`config.mk`:
```
export PLATFORM = sky130hd
export DESIGN_NAME = pulse_synchronizer
export DESIGN_NICKNAME = d
export VERILOG_FILES = /design/src/rtl/pulse_synchronizer_pkg.sv /design/src/rtl/sync_ff.sv /design/src/rtl/pulse_synchronizer.sv
export SDC_FILE = /design/constraint.sdc
export NUM_CORES = 1
export LEC_CHECK = 0
export CAP_MARGIN = 5
export CORE_MARGIN = 3
export CORE_UTILIZATION = 40
export CTS_CLUSTER_SIZE = 24
export DETAILED_ROUTE_END_ITERATION = 6
export GPL_TIMING_DRIVEN = 0
export PLACE_DENSITY = 0.65
export SKIP_LAST_GASP = 1
export SLEW_MARGIN = 5
export SYNTH_ARGS = -nofsm -noshare
export SYNTH_HDL_FRONTEND = slang
export SYNTH_SLANG_ARGS = --single-unit
```
`constraint.sdc`:
```
create_clock -name dst_clk -period 1.5 [get_ports dst_clk]
set_input_delay 0.3 -clock dst_clk [delete_from_list [all_inputs] [get_ports dst_clk]]
set_output_delay 0.3 -clock dst_clk [all_outputs]
set_load 0.02 [all_outputs]
```
`src/rtl/pulse_synchronizer_pkg.sv`:
```
`timescale 1ns/1ps
`default_nettype none
// ============================================================================
// Module      : pulse_synchronizer_pkg
// Description : Shared limits and helpers for the pulse synchronizer slice.
// Revision    : 1.0 - initial release
// ============================================================================
package pulse_synchronizer_pkg;

    localparam int c_SYNC_STAGES_MIN = 2;
    localparam int c_SYNC_STAGES_MAX = 4;
    localparam int c_MIN_HIGH_MIN    = 1;
    localparam int c_MIN_HIGH_MAX    = 15;
    localparam int c_CNT_WIDTH_MIN   = 1;

    // Wide enough to hold c_MIN_HIGH_MAX.
    localparam int c_RUN_WIDTH       = 4;

    function automatic bit in_range(input int value, input int lo, input int hi);
        return (value >= lo) && (value <= hi);
    endfunction

endpackage : pulse_synchronizer_pkg
`default_nettype wire

```
`src/rtl/sync_ff.sv`:
```
`timescale 1ns/1ps
`default_nettype none
// ============================================================================
// Module      : sync_ff
// Description : N-stage single-bit synchronizer, async active-low reset.
// Revision    : 1.0 - initial release
// ============================================================================
module sync_ff
    import pulse_synchronizer_pkg::*;
#(
    parameter int STAGES = 2
) (
    input  logic clk,
    input  logic rst_n,
    input  logic i_d,
    output logic o_q
);

    if (!in_range(STAGES, c_SYNC_STAGES_MIN, c_SYNC_STAGES_MAX)) begin : g_bad_stages
        $error("sync_ff: STAGES=%0d outside %0d..%0d",
               STAGES, c_SYNC_STAGES_MIN, c_SYNC_STAGES_MAX);
    end

    // Pure flop chain: nothing between stages so each stage gets a full
    // period to resolve.
    logic [STAGES-1:0] r_sync;

    always_ff @(posedge clk or negedge rst_n) begin
        if (!rst_n) begin
            r_sync <= '0;
        end else begin
            r_sync <= {r_sync[STAGES-2:0], i_d};
        end
    end

    assign o_q = r_sync[STAGES-1];

endmodule : sync_ff
`default_nettype wire

```
`src/rtl/pulse_synchronizer.sv`:
```
`timescale 1ns/1ps
`default_nettype none
// ============================================================================
// Module      : pulse_synchronizer
// Description : Converts rising edges of an async level into one-cycle
//               strobes, with high-level glitch filter and event counter.
// Revision    : 1.0 - initial release
// ============================================================================
module pulse_synchronizer
    import pulse_synchronizer_pkg::*;
#(
    parameter int SYNC_STAGES = 2,
    parameter int MIN_HIGH    = 1,
    parameter int CNT_WIDTH   = 8
) (
    input  logic                 dst_clk,
    input  logic                 dst_rst_n,
    input  logic                 src_pulse,
    input  logic                 cnt_clr,
    output logic                 dst_pulse,
    output logic                 dst_level,
    output logic [CNT_WIDTH-1:0] dst_pulse_cnt
);

    if (!in_range(SYNC_STAGES, c_SYNC_STAGES_MIN, c_SYNC_STAGES_MAX)) begin : g_bad_sync_stages
        $error("pulse_synchronizer: SYNC_STAGES=%0d outside %0d..%0d",
               SYNC_STAGES, c_SYNC_STAGES_MIN, c_SYNC_STAGES_MAX);
    end
    if (!in_range(MIN_HIGH, c_MIN_HIGH_MIN, c_MIN_HIGH_MAX)) begin : g_bad_min_high
        $error("pulse_synchronizer: MIN_HIGH=%0d outside %0d..%0d",
               MIN_HIGH, c_MIN_HIGH_MIN, c_MIN_HIGH_MAX);
    end
    if (CNT_WIDTH < c_CNT_WIDTH_MIN) begin : g_bad_cnt_width
        $error("pulse_synchronizer: CNT_WIDTH=%0d must be >= %0d",
               CNT_WIDTH, c_CNT_WIDTH_MIN);
    end

    localparam logic [c_RUN_WIDTH-1:0] c_RUN_SAT    = c_RUN_WIDTH'(MIN_HIGH);
    localparam logic [c_RUN_WIDTH-1:0] c_RUN_ACCEPT = c_RUN_WIDTH'(MIN_HIGH - 1);

    logic                   w_level;
    logic                   w_accept;
    logic [c_RUN_WIDTH-1:0] r_run;
    logic                   r_pulse;
    logic [CNT_WIDTH-1:0]   r_cnt;

    sync_ff #(
        .STAGES (SYNC_STAGES)
    ) u_sync_ff (
        .clk   (dst_clk),
        .rst_n (dst_rst_n),
        .i_d   (src_pulse),
        .o_q   (w_level)
    );

    // Acceptance fires in the cycle the run counter is about to reach
    // MIN_HIGH; once saturated it cannot fire again until the level drops.
    assign w_accept = w_level && (r_run == c_RUN_ACCEPT);

    always_ff @(posedge dst_clk or negedge dst_rst_n) begin
        if (!dst_rst_n) begin
            r_run <= '0;
        end else if (!w_level) begin
            r_run <= '0;
        end else if (r_run != c_RUN_SAT) begin
            r_run <= r_run + c_RUN_WIDTH'(1);
        end
    end

    always_ff @(posedge dst_clk or negedge dst_rst_n) begin
        if (!dst_rst_n) begin
            r_pulse <= 1'b0;
        end else begin
            r_pulse <= w_accept;
        end
    end

    // Clear wins over a coincident increment.
    always_ff @(posedge dst_clk or negedge dst_rst_n) begin
        if (!dst_rst_n) begin
            r_cnt <= '0;
        end else if (cnt_clr) begin
            r_cnt <= '0;
        end else if (r_pulse && (r_cnt != {CNT_WIDTH{1'b1}})) begin
            r_cnt <= r_cnt + CNT_WIDTH'(1);
        end
    end

    assign dst_pulse     = r_pulse;
    assign dst_level     = w_level;
    assign dst_pulse_cnt = r_cnt;

endmodule : pulse_synchronizer
`default_nettype wire

```
==> metrics.txt <==
DRT iter0 DRCs 5; Cell Int Power roughly 0.75 mW; fin crit share between 90 and 100%; vias in the first global route ~530; ys flop type dfrtp_1; VDD IR-drop max 699 uV; fmax 677 MHz; Worst Path Arrival 1.65 ns; cell family with most CP delay flip-flops; commonest non-fill, non-tap cell in the layout dfrtp_1; dpl ws -0.190 ns; DRC Markers 0; TritonCTS clock tree built; Max-cap violations 0; post-route ant nets 0; antenna diode count 0; GP Congestion 0.798; Clk pwr share 20.3%; H-tree Lvls 1; Max Root-Sink Buffers 2; share of layout cells above drive strength 1 a little over a fifth; crit path cell chain ha_2 -> and3_4 -> a211oi_4 -> mux2_4; LEAKAGE 0.480 nW; Chip Width 51.3 um; reg2reg setup slack approximately 0.023 ns; part of the power in combinational logic a little under a third; global-route usage over all layers between 10% and 20%; status complete, no violations; final setup fails 0; ys async rst share 100%; first-pass GRT wire length 2420 um; Pwr Total between 1 and 1.5 mW; #FFs+latches synth 15; clk slew on worst S/H paths 0.09 ns; DR pass1 iterations 4; hold crit path type flop to flop; Post-Syn Nets between 80 and 90; die outline height between 50 and 60 um; Detailed Route WL 1460 um; PD cells 1070 nW/um^2; crit-path max FO 5; port buffer count 13; share of the yosys chip area belonging to registers 45.7%; FP Rows 15; Rel. slew slack 55.9%; Tmin final between 1 and 1.5 ns; Mapped Area 821 um^2; RSZ-0062 raised after global routing yes; synth unique cells 30; Num CTS Buffers 3; worst path bufs/invs 0; Avg Inst Size Synth ~11 um^2; IO Count 14; clock sink count 15; Worst Clk Skew between 0.007 and 0.008 ns; Root Driver clkbuf_4; critical path's slowest cell dfrtp_2; Initial Util 44.6%; Fin. Hold Viols 0; EDFF count, synth 0; Critical Path Start Type flop; endpoint type of the worst setup path flop; DP Wirelength 1080 um; global route overflow 0; critical path class flop to flop; final net count 100; most frequent cells in the layout dfrtp_1 (12), dlygate4sd2_1 (10), nor2b_1 (7); clock latency on the worst-skew pair approximately 0.28 ns; layout overhead on the synthesized area 24.5%; delay of the slowest critical-path stage 0.43 ns; Die Area 2630 um^2; Synthesis Warnings 0; Switching Fraction 31.8%; Sequential Power Share between 40% and 50%; vias approximately 600; Cells after Synth 73; Switch Pwr 0.349 mW; Final Worst Setup Slack 0.0231 ns; worst slew pin tran 0.659 ns; largest net degree at the start of global routing 16; WL/cell 12.6 um; WP data required 1.67 ns; initial antenna violation count 0; average vias per placed instance 5.16; Core Box Area between 1500 and 2000 um^2; Slew Limit Fails 0
-- worst register-to-register path, cell delays in order (launching register included) --
cell      delay, ns
dfrtp_2        0.43
ha_2           0.22
and3_4         0.20
a211oi_4       0.22
mux2_4         0.31
-- synth_stat cells (2+ instances only) --
library cell  number  area, um^2
ha_1               4        50.1
inv_1              3        11.3
and2_1             2        12.5
xnor2_1            2        17.5
nor3_1             3        15.0
mux2_4             4        60.1
dfrtp_1           15         375
nand3_1            3        15.0
nand2b_1           2        12.5
nor2_1             4        15.0
nor3b_1            2        15.0
nor2b_1            7        43.8
a21oi_1            2        10.0
mux2i_1            2        20.0
nand2_1            2        7.51
and3_1             2        12.5
-- final cells by class --
type,instances,area [um^2]
multi-input combinational,54,445
timing repair buffer,14,125
sequential,15,379
tap,25,31.3
clock buffer,4,26.3
buffer,1,3.75
fill,189,817
inverter,3,11.3
-- routing by layer --
| layer | wire [um] | share of wire, % | up-vias | track usage [%] |
|---|---|---|---|---|
| met5 | 0 | 0 | - | 0 |
| met4 | 12 | 0.82 | 0 | 3.93 |
| met3 | 89 | 6.1 | 2 | 5.54 |
| met2 | 635 | 44 | 11 | 19.1 |
| met1 | 721 | 49 | 290 | 16.1 |
| li1 | - | - | 296 | - |
-- state kept, by name (all words and copies together) (netlist names) --
name,count
dst_pulse_cnt,8
r_run,4
u_sync_ff.r_sync,2
dst_pulse,1
-- timing repair --
action | CTS | global route
resized for setup | 10 | 2
endpoints found under the setup margin | 10 | 3
buffers inserted | 0 | 1
hold buffers | 0 | 0
-- path summary, 6_finish.rpt --
| path | startpoint | depth (start not counted) | end |
|---|---|---|---|
| setup / recovery | dst_pulse_cnt[0]$_DFFE_PN0P_ | 4 | dst_pulse_cnt[5]$_DFFE_PN0P_ |
| setup reg to reg | dst_pulse_cnt[0]$_DFFE_PN0P_ | 4 | dst_pulse_cnt[5]$_DFFE_PN0P_ |
| hold reg to reg | u_sync_ff.r_sync[0]$_DFF_PN0_ | 0 | u_sync_ff.r_sync[1]$_DFF_PN0_ |
| min in group asynchronous | dst_rst_n | 1 | r_run[2]$_DFFE_PN0P_ |
| max in group asynchronous | dst_rst_n | 1 | dst_pulse_cnt[1]$_DFFE_PN0P_ |
| hold / removal | u_sync_ff.r_sync[0]$_DFF_PN0_ | 0 | u_sync_ff.r_sync[1]$_DFF_PN0_ |
-- through the flow --
step	TNS (ns)	instance area [um^2]	instances	hold WS, ns	utilization, %
floorplan	0	831	73	0.00441	-
global placement	-0.762	992	111	0.339	53.9
detailed placement	-0.783	992	111	0.338	53.9
CTS	0	1010	115	0.367	54.7
global route	-0.0239	1020	116	0.383	55.6
finish	0	1020	116	0.359	55.6
-- cell families after synthesis --
family	share of synthesized area [%]
and+or+nand+nor	24.4
AOI/OAI and AO/OA	10.1
xor gates and xnor gates	2.13
muxes	9.76
buffers and inverters	1.83
adders and majority gates	6.10
DFF	45.7
-- power groups by stage --
stage | Clock, mW | Combinational [mW] | Sequential (mW)
6_report | 0.223 | 0.339 | 0.537
5_1_grt | 0.252 | 0.376 | 0.548
4_1_cts | 0.237 | 0.328 | 0.540
3_5_place_dp | 0 | 0.344 | 0.549
3_3_place_gp | 0 | 0.343 | 0.546
2_1_floorplan | 0 | 0.210 | 0.564
Note: power is estimated with default switching activity, not from simulation.
